==> config.mk <==
export PLATFORM = sky130hd
export DESIGN_NAME = act_window_regfile_kxk
export DESIGN_NICKNAME = d
export VERILOG_FILES = /design/src/rtl/act_window_regfile_kxk.sv
export SDC_FILE = /design/constraint.sdc
export NUM_CORES = 1
export LEC_CHECK = 0
export ABC_CLOCK_PERIOD_IN_PS = 4500
export CAP_MARGIN = 40
export CORE_MARGIN = 5
export CORE_UTILIZATION = 32
export DETAILED_ROUTE_END_ITERATION = 10
export HOLD_SLACK_MARGIN = 0.03
export PLACE_DENSITY_LB_ADDON = 0.15
export SYNTH_ARGS = -nofsm -noshare
export SYNTH_HDL_FRONTEND = slang
export SYNTH_SLANG_ARGS = --single-unit
==> constraint.sdc <==
create_clock -name clk -period 4.5 [get_ports clk]
set_clock_uncertainty 0.05 [all_clocks]
set_input_delay 1.125 -clock clk [delete_from_list [all_inputs] [get_ports clk]]
set_output_delay 1.125 -clock clk [all_outputs]
set_load 0.03 [all_outputs]
==> src/rtl/act_window_regfile_kxk.sv <==
// K x K activation window register file: shifts one K-row column per handshake into
// the window, optionally framing each row pass with zero columns for "same" padding.
module act_window_regfile_kxk #(
  parameter int DATA_WIDTH = 16,
  parameter int K          = 3,
  parameter int COL_W      = 8
) (
  input  logic                      clk,
  input  logic                      rst,
  input  logic                      start,
  input  logic [COL_W-1:0]          cfg_cols,
  input  logic                      cfg_pad,
  input  logic                      col_valid,
  output logic                      col_ready,
  input  logic [DATA_WIDTH*K-1:0]   col_data,
  output logic                      out_valid,
  input  logic                      out_ready,
  output logic [DATA_WIDTH*K*K-1:0] out_window,
  output logic                      out_last,
  output logic                      busy
);

  localparam int P    = (K - 1) / 2;
  localparam int FW   = $clog2(K + 1);
  localparam int WC_W = COL_W + 2;

  typedef enum logic [2:0] {IDLE, PAD_L, LOAD, PAD_R, DRAIN} state_t;

  state_t state, state_n;

  logic [COL_W-1:0]      cols_q;
  logic                  pad_q;
  logic [COL_W-1:0]      step_cnt;
  logic [FW-1:0]         fill;
  logic [FW-1:0]         fill_n;
  logic [WC_W-1:0]       win_cnt;
  logic [WC_W-1:0]       win_total;
  logic [WC_W-1:0]       span;
  logic [DATA_WIDTH-1:0] win    [K][K];
  logic [DATA_WIDTH-1:0] in_col [K];

  logic adv, pad_phase, shift, emit, start_ok, pad_done, load_done;

  always_comb begin
    adv       = !out_valid || out_ready;
    pad_phase = (state == PAD_L) || (state == PAD_R);
    col_ready = (state == LOAD) && adv;
    shift     = (pad_phase && adv) || (col_ready && col_valid);
    fill_n    = (fill == FW'(K)) ? fill : fill + FW'(1);
    emit      = shift && (fill_n == FW'(K));
    span      = {2'b00, cfg_cols} + (cfg_pad ? WC_W'(2 * P) : '0);
    start_ok  = (state == IDLE) && start && (cfg_cols != '0) && (span >= WC_W'(K));
    pad_done  = pad_phase && shift && (step_cnt == COL_W'(P - 1));
    load_done = (state == LOAD) && shift && (step_cnt == cols_q - COL_W'(1));
    busy      = (state != IDLE);
  end

  // Incoming column: real data only while loading, zeros for the padding phases.
  always_comb begin
    for (int unsigned r = 0; r < K; r++) begin
      in_col[r] = (state == LOAD) ? col_data[DATA_WIDTH*K-1-DATA_WIDTH*r -: DATA_WIDTH] : '0;
    end
  end

  always_ff @(posedge clk) begin
    if (rst) state <= IDLE;
    else     state <= state_n;
  end

  always_comb begin
    state_n = state;
    unique case (state)
      IDLE:    if (start_ok) state_n = cfg_pad ? PAD_L : LOAD;
      PAD_L:   if (pad_done) state_n = LOAD;
      LOAD:    if (load_done) state_n = pad_q ? PAD_R : DRAIN;
      PAD_R:   if (pad_done) state_n = DRAIN;
      DRAIN:   if (out_valid && out_ready) state_n = IDLE;
      default: state_n = IDLE;
    endcase
  end

  always_ff @(posedge clk) begin
    if (rst) begin
      cols_q    <= '0;
      pad_q     <= 1'b0;
      step_cnt  <= '0;
      fill      <= '0;
      win_cnt   <= '0;
      win_total <= '0;
      out_valid <= 1'b0;
      out_last  <= 1'b0;
      for (int unsigned r = 0; r < K; r++) begin
        for (int unsigned c = 0; c < K; c++) begin
          win[r][c] <= '0;
        end
      end
    end else begin
      // A new pass restarts the fill count but keeps the old window contents.
      if (start_ok) begin
        cols_q    <= cfg_cols;
        pad_q     <= cfg_pad;
        win_total <= span - WC_W'(K - 1);
        fill      <= '0;
        win_cnt   <= '0;
        step_cnt  <= '0;
      end else if (pad_done || load_done) begin
        step_cnt <= '0;
      end else if (shift) begin
        step_cnt <= step_cnt + COL_W'(1);
      end

      if (shift) begin
        fill <= fill_n;
        for (int unsigned r = 0; r < K; r++) begin
          for (int unsigned c = 0; c + 1 < K; c++) begin
            win[r][c] <= win[r][c+1];
          end
          win[r][K-1] <= in_col[r];
        end
      end

      if (emit) begin
        out_valid <= 1'b1;
        win_cnt   <= win_cnt + WC_W'(1);
        out_last  <= (win_cnt + WC_W'(1) == win_total);
      end else if (out_valid && out_ready) begin
        out_valid <= 1'b0;
        out_last  <= 1'b0;
      end
    end
  end

  always_comb begin
    out_window = '0;
    for (int unsigned r = 0; r < K; r++) begin
      for (int unsigned c = 0; c < K; c++) begin
        out_window[DATA_WIDTH*K*K-1-DATA_WIDTH*(r*K+c) -: DATA_WIDTH] = win[r][c];
      end
    end
  end

endmodule
* Yosys cells after proc, flatten, opt, wreduce, memory -nomap -nowiden
Memories as Yosys holds them, arrays and structs flattened.
Index checks and enable logic that the tools add are counted.
** Cells by class
- Add/sub/neg operators :: 6
- $lt $le $gt $ge :: 1
- Equality and inequality tests :: 13
- Mux-type cells :: 34
- Bitwise operators :: 9
- Reduce and logical (&&, ||, !) cells :: 26
** Operators by type and width (number)
- two-way mux 16 bit :: 12
- two-way mux 10 bit :: 2
- two-way mux 3 bit :: 6
- case mux 3 bit (5 select lines) :: 1
- logical AND 1 bit :: 12
- adder 10 x 1 -> 10 bit, second input constant :: 1
- equality test 10 bit :: 1
- two-way mux 2 bit :: 5
- != test 2 bit, second input constant :: 5
- subtractor 9 x 2 -> 10 bit, second input constant :: 1
- adder 8 x 2 -> 9 bit :: 1
- greater-or-equal comparator 9 x 2 -> 1 bit, second input constant :: 1
- OR 1 bit :: 9
- adder 8 x 1 -> 8 bit, second input constant :: 1
- equality test 8 bit :: 1
- logical NOT 8 bit :: 1
- two-way mux 1 bit :: 8
- nonzero test 8 bit :: 1
- subtractor 8 x 1 -> 8 bit, second input constant :: 1
- equality test 3 x 2 -> 1 bit, second input constant :: 2
- nonzero test 2 bit :: 3
- AND reduction 5 bit :: 1
- equality test 2 bit, second input constant :: 2
- logical OR 1 bit :: 4
- 7 further kinds :: 7
** Storage, ports and cells
- Flip-flop bits (word level) :: 44
- Bits in writable memories :: 144
- Input bits :: 62
- Output and inout port bits :: 148
- Memories :: 1
** Memories
- win :: depth 3, bits a word 48, read ports 3, clocked after Yosys merged registers in 0, write ports 3, RTL line 39 : logic [DATA_WIDTH-1:0] win [K][K];

* Depth between registers and ports, before layout
Gate-level depths: netlist (run 1).
- Word-level depth :: 9
- Gate-level depth with buffers :: 10
- Depth with buffers taken out :: 9

* Least setup slack after synthesis (run 1)
OpenSTA, ideal clock, no wires.
- Path type :: input -> register
- Start :: in rst
- End :: mem win[0][0] (netlist name) (enable)
- Library setup time :: 0.443 ns
- Arrival time :: 3.556 ns
- Slack :: 0.451 ns
- Stages :: 3
- Cell sequence :: clkbuf_1 > clkbuf_1 > or2_2
** RTL lines
- start, declared :: RTL line 9 : input logic rst,
- end, declared :: RTL line 39

* Worst setup path after layout (run 1)
- Start :: in out_ready
- End :: out col_ready
** Between the ends
- Word-level cells in the longest chain between the ends :: 2
** Ends and longest elaborated chain
- start, declared :: RTL line 17 : input logic out_ready,
- logical OR 1 bit :: RTL line 45 : adv = !out_valid || out_ready;
- logical AND 1 bit :: RTL line 47 : col_ready = (state == LOAD) && adv;
- end, declared :: RTL line 14 : output logic col_ready,
Every way passes these cells.

==> flow_summary.toml, run 1 <==
[sta]
drv_slew = 0
fmax_ghz = 0.260
hold_slack_ns = 0.425
fin_crit_sh_pct = 85.4
setup_viol = 0
fin_crit_ns = 3.84
relSlewSlack_pct = 46.0
rsz0062_at_grt = "no"
setup_tns_ns = 0
hold_viol_final = 0
tightest_slew_ns = 0.810

[synth]
avgSynthCellArea_um2 = 12.5
synth-edff-count = 144
synth.most_common_cell = "and2_1"
synth_cells = 650
yosys_most_used_dff = "edfxtp_1"
ys_types = 52
yosysTopAreaCell = "edfxtp_1"
synth.net_count = 720
synthTopCellsByCount = "146 x and2_1, 144 x edfxtp_1, 43 x dfxtp_1, 32 x nor2_1, 26 x nand2_1"
yosys_warnings = 0
synthTopCellsByArea = "edfxtp_1 53%, and2_1 11%, dfxtp_1 11%"
async_reset_ff_share_pct = 0
syn_area_um2 = 8120
synth_top_cell_area_share_pct = 53.3
seq_area_frac_synth_pct = 63.9
ys_seq_elements = 187

[clock_tree]
cts_inserted_buffers = 17
cts_setup_buffers = 0
h-tree-depth = 4
cts_root_buffer = "clkbuf_16"
cts_sinks = 187
clk_pin_slew_worst_paths_ns = 0.08
clock_latency_ns = 0.42
cts_tree = "done"
clk_path_buf_depth = 2
cts_resized = 0
holdBufCountCts = 0

[power]
switchingPower_w = 0.00202
p_per_area_nw_per_um2 = 521
pwr-share-seq_pct = 41.5
sw_frac_of_total_pct = 34.7
vdd_drop_max_v = 0.000203
combPwrFrac_pct = 32.3
p_leak_nw = 4.18
p_clk_share_pct = 26.2
internal-power_w = 0.00381

[place]
placed_cells = 1163
dp_hpwl_mm = 14.1
port_buffers = 209
gp_congestion = 0.810

[min_path]
worstHoldStart = "win_total[9]"
hold_class = "flip-flop to flip-flop"
worstHoldEndpoint = "win_total[9]"
holdPathStages = 2

[setup_path]
rr_worst_depth = 8
slowest_delay_ns = 0.61
crit_path_frequent_cell = "clkdlybuf4s50_1"
slowest_stage = "clkdlybuf4s50_1"
endpoint_kind = "output port"
worstPathCellList = "clkdlybuf4s50_1 > nor2b_1 > nor2_1 > clkdlybuf4s50_1"
r2r_end = "state[2]"
r2r_setup_slack_ns = 2.09
path_class = "primary input to output port"
cp.required_ns = 3.32
path_max_fanout = 3
cp_num_buf_inv = 2
crit_arrival_ns = 2.67
cp-start-kind = "primary input"
critPathTopFamily = "buffers and inverters"
reg2reg_from = "cols_q[0]"

[outcome]
run_status = "finished, final reports clean"

[grt]
grt_pass1_vias = 5255
met2_usage_pct = 22.7
grtUsageMet1_pct = 17.7
antenna_found_initial = 0
grt-busiest-layer = "met2"
grtUsageMet3_pct = 2.66
grt_overflow = 0
grt_max_degree = 97
track_usage_pct = 13.5
grt_pass1_wl_mm = 30.4

[run]
maxCapViolations = 0

[drt]
drt_iter0_markers = 378
first_pass_iters = 4
routed_wl_mm = 19.7
routedWlPerCell_um = 16.5
postRouteAntennaNets = 0
via_count = 5411
avgViaCountPerCell = 4.53
drc = 0

[die]
die_y_um = 169
die_width_um = 169
initial_core_util_pct = 32.3
core_um2 = 25100
fp-row-count = 58
die-area_um2 = 28700
pin_count = 210

[layout]
syn_to_final_growth_pct = 37.7
diodes = 0
regArea_um2 = 5180
fin_nets = 922
drive_gt1_share_pct = 6.24
final_util_pct = 44.5
fillers = 2340
multi_input_area_um2 = 2740
fin_cells = 1195
cell usage in the layout (no fill, tap or decap), types with 6 or more instances in the layout:
cell type	n
a21oi_1	19
a31oi_1	6
and2_1	146
and3_1	8
buf_4	7
clkbuf_16	17
clkdlybuf4s50_1	209
dfxtp_1	43
edfxtp_1	144
ha_1	8
inv_1	9
mux2i_1	19
nand2_1	26
nand3_1	15
nand4_1	7
nor2_1	32
nor3_1	18
o21ai_0	10
xnor2_1	23
xor2_1	22
how the worst max path moves through the flow:
stage | endpoint | slack [ns] | start | cells past startpoint
2_1_floorplan | win[0][0] | 0.45 | rst | 3
5_1_grt | col_ready | 0.62 | out_ready | 4
3_3_place_gp | step_cnt[3] | 0.54 | cfg_pad | 11
4_1_cts | col_ready | 0.69 | out_ready | 4
6_report | col_ready | 0.66 | out_ready | 4
3_5_place_dp | step_cnt[2] | 0.49 | cfg_pad | 11
cell families (layout without fill, tap and decap cells):
family	Yosys count	after routing	synth area share (%)
xor+xnor	45	45	4.85
flops	187	187	63.9
buf+inv	45	260	2.48
mux	19	19	2.34
fa+ha+maj	8	8	1.23
compound gates	56	56	4.51
simple gates	290	290	20.7
power by group through the flow:
stage | registers [W] | clock network (W) | logic (W)
finish | 0.00242 | 0.00153 | 0.00188
global route | 0.00247 | 0.00165 | 0.00199
CTS | 0.00243 | 0.00158 | 0.00191
detailed placement | 0.00247 | 0 | 0.00191
global placement | 0.00246 | 0 | 0.00191
floorplan | 0.00301 | 0 | 0.000547
flip-flops by register name, indices dropped and copies added, names as in the netlist:
register,flops
win,144
win_cnt,10
win_total,9
cols_q,8
step_cnt,8
state,3
fill,2
out_last,1
out_valid,1
pad_q,1
per-stage QoR:
step,power (W),worst slack (ns),area [um^2]
floorplan,0.00356,0.451,8120
global placement,0.00437,0.543,10600
detailed placement,0.00438,0.493,10600
CTS,0.00593,0.688,11200
global route,0.00611,0.619,11200
finish,0.00583,0.658,11200
worst reg2reg max path, cell delays in order (launching register included):
cell,delay [ns]
dfxtp_1,0.57
inv_1,0.09
ha_1,0.31
o21bai_1,0.19
a211o_2,0.33
a21oi_1,0.12
nor2_1,0.10
or2_4,0.29
o41ai_2,0.27
routing by layer:
metal,vias to the layer above,wire (um)
li1,2682,-
met1,2571,8750
met2,142,9700
met3,16,960
met4,0,276
met5,-,0
area by class of cell:
cell class / instances / share of cell area [%]
Clock inverter: 14 / 1.57
Timing Repair Buffer: 219 / 19.7
Inverter: 9 / 0.302
Sequential cell: 187 / 46.4
Tap cell: 330 / 3.69
Multi-Input combinational cell: 418 / 24.5
Clock buffer: 18 / 3.84
(Power assumes the default switching activity.)
==> run 2: changes to the inputs <==
--- a/config.mk
+++ b/config.mk
@@ -10,8 +10,10 @@
 export CORE_MARGIN = 5
 export CORE_UTILIZATION = 32
 export DETAILED_ROUTE_END_ITERATION = 10
-export HOLD_SLACK_MARGIN = 0.03
+export DONT_BUFFER_PORTS = 1
+export HOLD_SLACK_MARGIN = 0.02
 export PLACE_DENSITY_LB_ADDON = 0.15
 export SYNTH_ARGS = -nofsm -noshare
 export SYNTH_HDL_FRONTEND = slang
 export SYNTH_SLANG_ARGS = --single-unit
+export TNS_END_PERCENT = 50
==> run 2 against run 1 <==
Register-to-register slack lost 0.21 ns. Global-route usage decreased by 0.69 points. Worst hold slack got worse by 0.0017 ns. Total power shrank 10%. Critical path type is now flip-flop to output port. Non-clock buffer count is 212 lower. Sequential share of layout area increased by 11 points.
==> flow_summary.toml, run 2 (synthesis gave the netlist of run 1 again) <==
[clock_tree]
holdBufCountCts = 0
cts_sinks = 187
cts_tree = "done"
clk_path_buf_depth = 2
cts_resized = 0
h-tree-depth = 4
cts_setup_buffers = 0
cts_inserted_buffers = 17
cts_root_buffer = "clkbuf_16"
clk_pin_slew_worst_paths_ns = 0.08
clock_latency_ns = 0.43

[layout]
top_regs = "win x144, win_cnt x10, win_total x9"
layout_common_cells = "146 x and2_1, 144 x edfxtp_1, 43 x dfxtp_1"
largest_reg_flops = 144
design_area_um2 = 9050
top_register = "win"
syn_to_final_growth_pct = 11.5
fin_nets = 710
drive_gt1_share_pct = 7.81
layout.cells.most_common = "and2_1"

[setup_path]
path_max_fanout = 10
slowest_delay_ns = 0.54
endpoint_kind = "output port"
path_class = "flip-flop to output port"
cp_num_buf_inv = 0
crit_arrival_ns = 1.85
cp.required_ns = 3.32
cp-start-kind = "flip-flop"
slowest_stage = "nor2_1"
critPathTopFamily = "simple AND/OR/NAND/NOR gates"
worstPathCellList = "nor2_1 > nand2_1 > nor2_1"
crit_path_frequent_cell = "nor2_1"

[power]
p_leak_nw = 3.38
p_clk_share_pct = 28.6
sw_frac_of_total_pct = 37.5
p_total_w = 0.00524
switchingPower_w = 0.00197
pwr-share-seq_pct = 58.9
internal-power_w = 0.00328
p_per_area_nw_per_um2 = 579
vdd_drop_max_v = 0.000262
combPwrFrac_pct = 12.5

[die]
pin_count = 210
fp-row-count = 58
die_width_um = 169
die_y_um = 169
die-area_um2 = 28700
initial_core_util_pct = 32.3
core_um2 = 25100

[grt]
track_usage_pct = 12.8
grt_pass1_vias = 4718
antenna_found_initial = 0
grt_max_degree = 97
grt_pass1_wl_mm = 28.6
grt_overflow = 0

[sta]
setup_viol = 0
fin_crit_sh_pct = 67.3
fin_crit_ns = 3.03
setup_tns_ns = 0
tightest_slew_ns = 0.769
rsz0062_at_grt = "no"
fmax_ghz = 0.330
hold_viol_final = 0
relSlewSlack_pct = 48.8
drv_slew = 0
hold_slack_ns = 0.423

[run]
maxCapViolations = 0

[place]
port_buffers = 0
dp_hpwl_mm = 13.6
gp_congestion = 0.885
place_area_um2 = 8460

[drt]
avgViaCountPerCell = 4.84
drt_iter0_markers = 325
routed_wl_mm = 19.0
first_pass_iters = 4
routedWlPerCell_um = 19.3
postRouteAntennaNets = 0
drc = 0
via_count = 4762

[min_path]
hold_class = "flip-flop to flip-flop"

[outcome]
run_status = "finished, final reports clean"
==> run 2: cell types whose count changed in the layout (fill, tap and decap cells not counted), sizes merged <==
cell,change
clkinv,+1
diode,+1
inv,+2
clkinvlp,-1
bufinv,-1
clkbuf,-1
buf,-3
clkdlybuf4s50,-209
==> run 2: final cells by class <==
| cell class | instances | area, um^2 |
|---|---|---|
| Antenna cell | 1 | 2.50 |
| Clock buffer | 17 | 425 |
| Clock inverter | 15 | 164 |
| Fill cell | 2482 | 16100 |
| Inverter | 9 | 33.8 |
| Multi-Input combinational cell | 418 | 2740 |
| Sequential cell | 187 | 5180 |
| Tap cell | 330 | 413 |
| Timing Repair Buffer | 7 | 85.1 |
==> run 2: worst min-delay path: stages (launching register included) <==
cell and delay, ns:
dfxtp_1 0.33, nand2_1 0.06, a21oi_1 0.05
==> run 2: power groups by stage <==
stage	Sequential, W	Clock, W	Combinational [W]
detailed placement	0.00314	0	0.000668
finish	0.00309	0.00150	0.000655
global placement	0.00314	0	0.000645
global route	0.00313	0.00163	0.000730
floorplan	0.00301	0	0.000547
CTS	0.00310	0.00155	0.000670
==> run 2: path summary, 6_finish.rpt <==
| path | start | end | slack, ns | cells past startpoint |
|---|---|---|---|---|
| worst max register to register | out_valid | win[0][55] | 1.88 | 5 |
| worst min register to register | win_total[9] | win_total[9] | 0.42 | 2 |
| worst max-delay path | state[0] | col_ready | 1.47 | 3 |
| worst min-delay path | win_total[9] | win_total[9] | 0.42 | 2 |
==> run 2: metal layers <==
metal  up-vias  global-route usage, %  routed length (um)
met3        21                   4.80                1720
met2       176                   21.5                9420
met4         0                   4.17                 303
met1      2302                   15.3                7590
met5         -                      0                   0
li1       2263                      -                   -
==> run 2: metrics by stage <==
step           utilization, %  setup slack (ns)  cells
2_1_floorplan               -             0.451    650
3_3_place_gp             33.6              1.24    950
3_5_place_dp             33.7              1.15    951
4_1_cts                  36.0              1.45    983
5_1_grt                  36.0              1.35    983
6_report                 36.1              1.47    984
==> run 3: changes to the inputs <==
--- a/config.mk
+++ b/config.mk
@@ -5,7 +5,7 @@
 export SDC_FILE = /design/constraint.sdc
 export NUM_CORES = 1
 export LEC_CHECK = 0
-export ABC_CLOCK_PERIOD_IN_PS = 4500
+export ABC_CLOCK_PERIOD_IN_PS = 3050
 export CAP_MARGIN = 40
 export CORE_MARGIN = 5
 export CORE_UTILIZATION = 32
==> constraint.sdc (replaced) <==
create_clock -name clk -period 3.05 [get_ports clk]
set_clock_uncertainty 0.05 [all_clocks]
set_input_delay 0.7625 -clock clk [delete_from_list [all_inputs] [get_ports clk]]
set_output_delay 0.7625 -clock clk [all_outputs]
set_load 0.03 [all_outputs]
==> run 3 against run 2 <==
Largest cell class unchanged. Clock power grew 48%. Non-clock buffer count rose by 3. Register-to-register slack got worse by 1.3 ns. Sequential cell count is the same. Sequential power grew 47%. Global-route usage shrank 0.29 points. Clock-buffer cell count did not move. Final area rose by 0.32%. Highest routed layer unchanged.
==> flow_summary.toml, run 3 (synthesis gave the netlist of run 1 again) <==
[setup_path]
crit_path_frequent_cell = "nor2_1"
path_class = "flip-flop to output port"
path_max_fanout = 10
worstPathCellList = "nor2_1 > nand2_1 > nor2_1"
cp-start-kind = "flip-flop"
cp.required_ns = 2.24
endpoint_kind = "output port"
slowest_delay_ns = 0.55
cp_num_buf_inv = 0
crit_arrival_ns = 1.77
slowest_stage = "nor2_1"
critPathTopFamily = "simple AND/OR/NAND/NOR gates"

[sta]
hold_slack_ns = 0.351
fmax_ghz = 0.387
setup_ws_ns = 0.469
setup_tns_ns = 0
drv_slew = 0
tightest_slew_ns = 0.638
setup_viol = 0
fin_crit_sh_pct = 84.6
hold_viol_final = 0
relSlewSlack_pct = 57.3
fin_crit_ns = 2.58
rsz0062_at_grt = "no"

[layout]
multi_input_area_um2 = 2740
fillers = 2520
diodes = 0
design_area_um2 = 9080
layout.cells.most_common = "and2_1"
top_register = "win"
final_util_pct = 36.2
largest_reg_flops = 144
regArea_um2 = 5180
fin_nets = 713
drive_gt1_share_pct = 8.38
layout_common_cells = "146 x and2_1, 144 x edfxtp_1, 43 x dfxtp_1"
syn_to_final_growth_pct = 11.8
top_regs = "win x144, win_cnt x10, win_total x9"

[grt]
grt_overflow = 0
antenna_found_initial = 0
grt_pass1_wl_mm = 28.3
track_usage_pct = 12.5
grt_max_degree = 90
grt_pass1_vias = 4779

[power]
p_per_area_nw_per_um2 = 854
p_leak_nw = 3.39
vdd_drop_max_v = 0.000308

[drt]
route.met2.wl_mm = 9.19
routedWlPerCell_um = 19.0
via_count = 4802
wl_met3_mm = 1.62
first_pass_iters = 5
drc = 0
topRoutingLayerUsed = "met4"
postRouteAntennaNets = 0
drt_iter0_markers = 320
wl_met1_mm = 7.66
routed_wl_mm = 18.7
avgViaCountPerCell = 4.87

[clock_tree]
clock_latency_ns = 0.42
holdBufCountCts = 0
cts_setup_buffers = 0
cts_resized = 0
cts_sinks = 187
clk_path_buf_depth = 2
h-tree-depth = 4
clk_pin_slew_worst_paths_ns = 0.08
cts_inserted_buffers = 17
cts_root_buffer = "clkbuf_16"
cts_tree = "done"

[die]
core_um2 = 25100
pin_count = 210
die_y_um = 169
fp-row-count = 58
initial_core_util_pct = 32.3
die_width_um = 169
die-area_um2 = 28700

[place]
place_area_um2 = 8480
gp_congestion = 0.829
dp_hpwl_mm = 13.3
port_buffers = 0
dp_worst_setup_slack_ns = 0.0547

[min_path]
hold_class = "primary input to flip-flop"

[outcome]
run_status = "finished, final reports clean"

[run]
maxCapViolations = 0
[run 3: changes by cell type in the layout (fill, tap and decap cells not counted), sizes merged]
cell   before  now
buf         7   10
diode       1    0
[run 3: where the power goes]
| part | internal, W | switching, W |
|---|---|---|
| clock network | 0.00112 | 0.00109 |
| logic | 0.000364 | 0.000619 |
| registers | 0.00337 | 0.00118 |
[run 3: through the flow]
step / power (W) / instances
after floorplan: 0.00524 / 650
after global placement: 0.00559 / 954
after detailed placement: 0.00563 / 954
after CTS: 0.00788 / 986
after global routing: 0.00812 / 986
final: 0.00775 / 986
[run 3: routing by layer]
metal / global-route usage, % / vias up
met5: 0 / -
met3: 4.38 / 13
li1: - / 2267
met1: 15.2 / 2344
met4: 3.92 / 0
met2: 21.0 / 178
[run 3: final cells by class]
type	count	share of cell area [%]
clock inverter	15	1.98
inverter	9	0.372
multi-input combinational	418	30.2
tap	330	4.55
clock buffer	17	4.68
timing repair buffer	10	1.10
sequential	187	57.1
[run 3: path summary, 6_finish.rpt]
check	startpoint	depth (start not counted)	slack (ns)	end
worst max-delay path	state[0]	3	0.47	col_ready
worst min-delay path	rst	1	0.35	cols_q[6]
worst max register to register	cols_q[0]	8	0.59	state[2]
worst min register to register	win_total[9]	2	0.44	win_total[9]
